==> src/rtl/disp_frame_scheduler.sv <==
// disp_frame_scheduler
//   Shares the four-digit LED display between the UART receive channel and
//   the local error/status source. A frame is accepted over a valid/ready
//   handshake and written one digit per cycle (digit 3 first). It then stays
//   displayed for at least HOLD_CYCLES before the next grant. When both
//   sources request, the source that was not granted last wins.
//
//   Optional feature macro: DISP_IDLE_BLANK_EN
//     When defined, IDLE_CYCLES idle cycles with no request blank the display
//     (four writes of 4'hF). This happens once per idle period.
//
// Ports
//   clk, reset           rising-edge clock, asynchronous active-high reset
//   rx_valid/rx_frame    UART frame request (digit 3 in bits [15:12])
//   rx_ready             combinational accept for the UART source
//   err_valid/err_frame  error/status frame request
//   err_ready            combinational accept for the error source
//   wr_en/wr_addr/wr_char  registered digit write to the LED driver
//   busy                 registered, high in every state except IDLE
//   grant_src            registered, 0 = rx / 1 = err for the last accepted frame
module disp_frame_scheduler #(
    parameter int unsigned HOLD_CYCLES = 1024,
    parameter int unsigned IDLE_CYCLES = 4096
) (
    input  logic        clk,
    input  logic        reset,
    input  logic        rx_valid,
    input  logic [15:0] rx_frame,
    output logic        rx_ready,
    input  logic        err_valid,
    input  logic [15:0] err_frame,
    output logic        err_ready,
    output logic        wr_en,
    output logic [1:0]  wr_addr,
    output logic [3:0]  wr_char,
    output logic        busy,
    output logic        grant_src
);

    localparam int unsigned HW = $clog2(HOLD_CYCLES + 1);

    typedef enum logic [1:0] {
        S_IDLE,
        S_LOAD,
        S_HOLD
`ifdef DISP_IDLE_BLANK_EN
        , S_BLANK
`endif
    } state_t;

    state_t        state, state_n;
    logic [15:0]   frame, frame_n;
    logic [HW-1:0] hold_cnt, hold_cnt_n;
    logic          prefer_err, prefer_err_n;
    logic          grant_src_n;
    logic          wr_en_n;
    logic [1:0]    wr_addr_n;
    logic [3:0]    wr_char_n;
    logic          blank_wr;
    logic          sel_err, take;

`ifdef DISP_IDLE_BLANK_EN
    localparam int unsigned IW = $clog2(IDLE_CYCLES + 1);
    logic [IW-1:0] idle_cnt, idle_cnt_n;
    logic          blanked, blanked_n;
`endif

    // Arbitration: a lone request always wins. With both pending, the
    // round-robin pointer decides.
    always_comb begin
        sel_err   = err_valid && (!rx_valid || prefer_err);
        take      = (state == S_IDLE) && !reset && (rx_valid || err_valid);
        rx_ready  = take && !sel_err;
        err_ready = take && sel_err;
    end

    always_comb begin
        state_n      = state;
        frame_n      = frame;
        hold_cnt_n   = hold_cnt;
        prefer_err_n = prefer_err;
        grant_src_n  = grant_src;
        wr_en_n      = 1'b0;
        wr_addr_n    = '0;
        blank_wr     = 1'b0;
`ifdef DISP_IDLE_BLANK_EN
        idle_cnt_n   = idle_cnt;
        blanked_n    = blanked;
`endif
        case (state)
            S_IDLE: begin
                if (take) begin
                    state_n      = S_LOAD;
                    frame_n      = sel_err ? err_frame : rx_frame;
                    grant_src_n  = sel_err;
                    prefer_err_n = !sel_err;
                    wr_en_n      = 1'b1;
                    wr_addr_n    = 2'd3;
`ifdef DISP_IDLE_BLANK_EN
                    idle_cnt_n   = '0;
                    blanked_n    = 1'b0;
                end else if (!blanked) begin
                    if (idle_cnt == IW'(IDLE_CYCLES - 1)) begin
                        state_n    = S_BLANK;
                        wr_en_n    = 1'b1;
                        wr_addr_n  = 2'd3;
                        blank_wr   = 1'b1;
                        idle_cnt_n = '0;
                        blanked_n  = 1'b1;
                    end else begin
                        idle_cnt_n = idle_cnt + 1'b1;
                    end
`endif
                end
            end
            S_LOAD: begin
                if (wr_addr == 2'd0) begin
                    state_n    = S_HOLD;
                    hold_cnt_n = HW'(HOLD_CYCLES - 1);
                end else begin
                    wr_en_n   = 1'b1;
                    wr_addr_n = wr_addr - 2'd1;
                end
            end
            S_HOLD: begin
                if (hold_cnt == '0) begin
                    state_n = S_IDLE;
                end else begin
                    hold_cnt_n = hold_cnt - 1'b1;
                end
            end
`ifdef DISP_IDLE_BLANK_EN
            S_BLANK: begin
                if (wr_addr == 2'd0) begin
                    state_n = S_IDLE;
                end else begin
                    wr_en_n   = 1'b1;
                    wr_addr_n = wr_addr - 2'd1;
                    blank_wr  = 1'b1;
                end
            end
`endif
            default: state_n = S_IDLE;
        endcase

        // The character is registered together with its address, so it is
        // taken from the next-cycle frame/address.
        wr_char_n = (wr_en_n && !blank_wr) ? frame_n[{wr_addr_n, 2'b00} +: 4] : 4'hF;
    end

    always_ff @(posedge clk or posedge reset) begin
        if (reset) begin
            state      <= S_IDLE;
            frame      <= '0;
            hold_cnt   <= '0;
            prefer_err <= 1'b1;
            grant_src  <= 1'b0;
            wr_en      <= 1'b0;
            wr_addr    <= '0;
            wr_char    <= 4'hF;
            busy       <= 1'b0;
`ifdef DISP_IDLE_BLANK_EN
            idle_cnt   <= '0;
            blanked    <= 1'b0;
`endif
        end else begin
            state      <= state_n;
            frame      <= frame_n;
            hold_cnt   <= hold_cnt_n;
            prefer_err <= prefer_err_n;
            grant_src  <= grant_src_n;
            wr_en      <= wr_en_n;
            wr_addr    <= wr_addr_n;
            wr_char    <= wr_char_n;
            busy       <= (state_n != S_IDLE);
`ifdef DISP_IDLE_BLANK_EN
            idle_cnt   <= idle_cnt_n;
            blanked    <= blanked_n;
`endif
        end
    end

endmodule

==> config.mk <==
export PLATFORM = sky130hd
export DESIGN_NAME = disp_frame_scheduler
export DESIGN_NICKNAME = d
export VERILOG_FILES = /design/src/rtl/disp_frame_scheduler.sv
export SDC_FILE = /design/constraint.sdc
export NUM_CORES = 1
export LEC_CHECK = 0
export BUFFER_PORTS_ARGS = -buffer_cell sky130_fd_sc_hd__clkbuf_2
export CAP_MARGIN = 20
export CORE_MARGIN = 2
export CORE_UTILIZATION = 38
export DETAILED_ROUTE_END_ITERATION = 7
export SYNTH_ARGS = -nofsm -noshare
export SYNTH_HDL_FRONTEND = slang
export SYNTH_SLANG_ARGS = --single-unit
==> constraint.sdc <==
create_clock -name clk -period 2.3 [get_ports clk]
set_input_delay 0.23 -clock clk [delete_from_list [all_inputs] [get_ports clk]]
set_output_delay 0.23 -clock clk [all_outputs]
set_load 0.01 [all_outputs]
==> run_results.csv <==
group,metric,value,unit
die,die_y,71.9,um
global_routing,grt_pass1_vias,1389,
final_layout,layout.nets,268,
routing,wl_per_cell,13.3,um
pwr,total_power,0.00117,W
sta,fin_skew,0.00628,ns
worst_setup_path,crit_family,"simple AND/OR/NAND/NOR gates",
pwr,p_leak,1.07,nW
pwr,power_density,547,mW/mm2
global_routing,grt-ovfl-total,0,
die,rows,24,
final_layout,final_cell_mix,"clkbuf_2, dfrtp_1, nand2_1, mux2i_1, o21ai_0",
clock_tree,cts_tree,"yes",
final_layout,layout_commonest_cell,"clkbuf_2",
global_routing,grt_max_degree,36,
worst_setup_path,worstPathCellList,"nor4_2 -> and2_1 -> clkbuf_2",
hold_path,hold_path_class,"in -> async",
routing,via_count,1425,
routing,drt_iter0_markers,123,
worst_setup_path,worstPathMaxFanout,7,
final_layout,final_util,48.3,%
run_status,outcome,"finished clean",
worst_setup_path,reg2reg_depth,4,
global_routing,grt_use_total,16.3,%
logic_synthesis,ys_seq_area_share,50.3,%
logic_synthesis,synth.distinct_cells,35,
global_routing,use_met2,22.5,%
sta,fmaxAchievable,515,MHz
clock_tree,clockBufferDepth,2,
clock_tree,cts-hold-fix-buffers,0,
final_layout,drive_gt1_share,28.9,%
worst_setup_path,crit_path_max_incr_delay,0.60,ns
routing,drc,0,
die,io_pins,47,
sta,finalCriticalPeriod,1.94,ns
placement,hpwl,2760,um
final_layout,diodes,0,
logic_synthesis,ys_ff_latch,35,
worst_setup_path,reg2reg_slack,0.36,ns
clock_tree,path_clk_slew,0.07,ns
worst_setup_path,crit_cells,3,
final_layout,final_area,0.00213,mm2
logic_synthesis,ys_warn_count,0,
logic_synthesis,syn-num-nets,219,
sta,setup_viol_count_final,0,
logic_synthesis,synth_edf_count,0,
placement,numPortBuffers,46,
logic_synthesis,synthCells,182,
clock_tree,post-cts-setup-buffers,0,
logic_synthesis,avgSynthCellArea,9.63,um2
die,core,0.00441,mm2
routing,drt_first_pass_iters,4,
worst_setup_path,startpoint_type,"register",
global_routing,grt_antenna_before_repair,0,
global_routing,use_met3,5.69,%
global_routing,busiest_layer,"met1",
worst_setup_path,cp_num_buf_inv,1,
clock_tree,post_cts_resize_count,0,
placement,routabilityCongestion,0.736,
logic_synthesis,async_flop_share,100,%
clock_tree,cts.sinks,35,
die,start_util,39.7,%
worst_setup_path,r2r_start,"hold_cnt[4]$_DFFE_PP0P_",
sta,slew_viol_final,0,
final_layout,synthToLayoutAreaGrowth,21.6,%
worst_setup_path,critPathRequiredTime,2.07,ns
routing,vias_per_cell,5.02,
die,die-area,0.00517,mm2
sta,relSlewSlack,56.9,%
clock_tree,numCtsBuffers,5,
pwr,peakVddDrop,274,uV
worst_setup_path,worstPathArrival,1.71,ns
logic_synthesis,syn_area,0.00175,mm2
job,maxCapViolations,0,
logic_synthesis,ys.flop_type,"dfrtp_1",
worst_setup_path,path_class,"reg -> out",
global_routing,grt_use_met1,24.1,%
sta,fin_crit_sh,84.4,%
clock_tree,root_buffer,"clkbuf_8",
clock_tree,ctsHtreeMaxLevel,2,
worst_setup_path,cpMaxStageDelayCell,"nor4_2",
routing,finalWirelength,3780,um
worst_setup_path,critPathCaptureType,"output pin",
sta,hold_viol,0,
placement,dpl-instance-area,0.00205,mm2
sta,whs,0.0601,ns
die,die_width,71.9,um
routing,drtAntennaViolNets,0,
sta,worstMarginPinSlew,0.640,ns
worst_setup_path,reg2reg_to,"hold_cnt[1]$_DFFE_PP0P_",
clock_tree,clkLatencyLatePin,0.29,ns
sta,rsz0062_at_grt,"no",
global_routing,grt_pass1_wl,6490,um
sta,setup-tns-final,0,ns
sequential cells by signal, summed over array words and instances (netlist names):
name	cells
busy	1
wr_addr	2
state	2
hold_cnt	11
wr_char	4
prefer_err	1
grant_src	1
frame	12
wr_en	1
power breakdown:
part           internal (W)  switching, W  leakage (nW)   total, W
clock              0.000207      0.000225        0.0477   0.000432
combinational     0.0000495     0.0000458         0.604  0.0000953
sequential         0.000631    0.00000838         0.421   0.000640
total              0.000888      0.000279          1.07    0.00117
layout make-up:
| cell class | count | area, um2 |
|---|---|---|
| fillers | 439 | 2280 |
| flip-flops and latches | 35 | 882 |
| multi-input cells | 134 | 822 |
| repair buffers | 50 | 260 |
| clock buffers | 5 | 68.8 |
| well taps | 52 | 65.1 |
| inverters | 5 | 18.8 |
| clock inverters | 3 | 15.0 |
layer usage:
layer	up-vias	routed length, um
met4	0	44
met3	6	209
li1	741	-
met2	35	1640
met1	643	1880
met5	-	0
synthesized netlist by cell type (4+ instances only):
master     instances  area [um2]
nor2b_1            5        31.3
a2bb2oi_1          4        35.0
nand2_1           28         105
nor2_1            14        52.6
dfrtp_1           30         751
nand3_1            6        30.0
a21oi_1            5        25.0
clkbuf_1           5        18.8
o21ai_0           21         105
mux2i_1           20         200
inv_1              5        18.8
nor4_1             4        25.0
dfstp_2            5         131
metrics by stage:
step / worst slack, ns / cells
2_1_floorplan: 0.562 / 182
3_3_place_gp: 0.479 / 276
3_5_place_dp: 0.386 / 276
4_1_cts: 0.343 / 284
5_1_grt: 0.168 / 284
6_report: 0.359 / 284
worst min-delay path, delay by kind of cell:
kind                   cells  cell delay (ns)
buffers and inverters      3             0.55
kinds of logic (layout without fill, tap and decap cells):
kind of cell	count (synthesis)	count (layout)	synth area share, %
fa+ha+maj	1	1	0.714
xor+xnor	1	1	0.500
simple gates	75	75	21.4
buf+inv	13	63	3.00
flops	35	35	50.3
compound gates	37	37	12.6
mux	20	20	11.4
worst max path at each step:
stage	startpoint	end	slack (ns)
finish	state[1]$_DFF_PP0_	rx_ready	0.36
global placement	hold_cnt[4]$_DFFE_PP0P_	hold_cnt[0]$_DFFE_PP0P_	0.48
floorplan	hold_cnt[2]$_DFFE_PP0P_	hold_cnt[9]$_DFFE_PP0P_	0.56
CTS	state[0]$_DFF_PP0_	rx_ready	0.34
global route	hold_cnt[4]$_DFFE_PP0P_	hold_cnt[1]$_DFFE_PP0P_	0.17
detailed placement	hold_cnt[4]$_DFFE_PP0P_	hold_cnt[1]$_DFFE_PP0P_	0.39
Note: power is estimated with default switching activity, not from simulation.
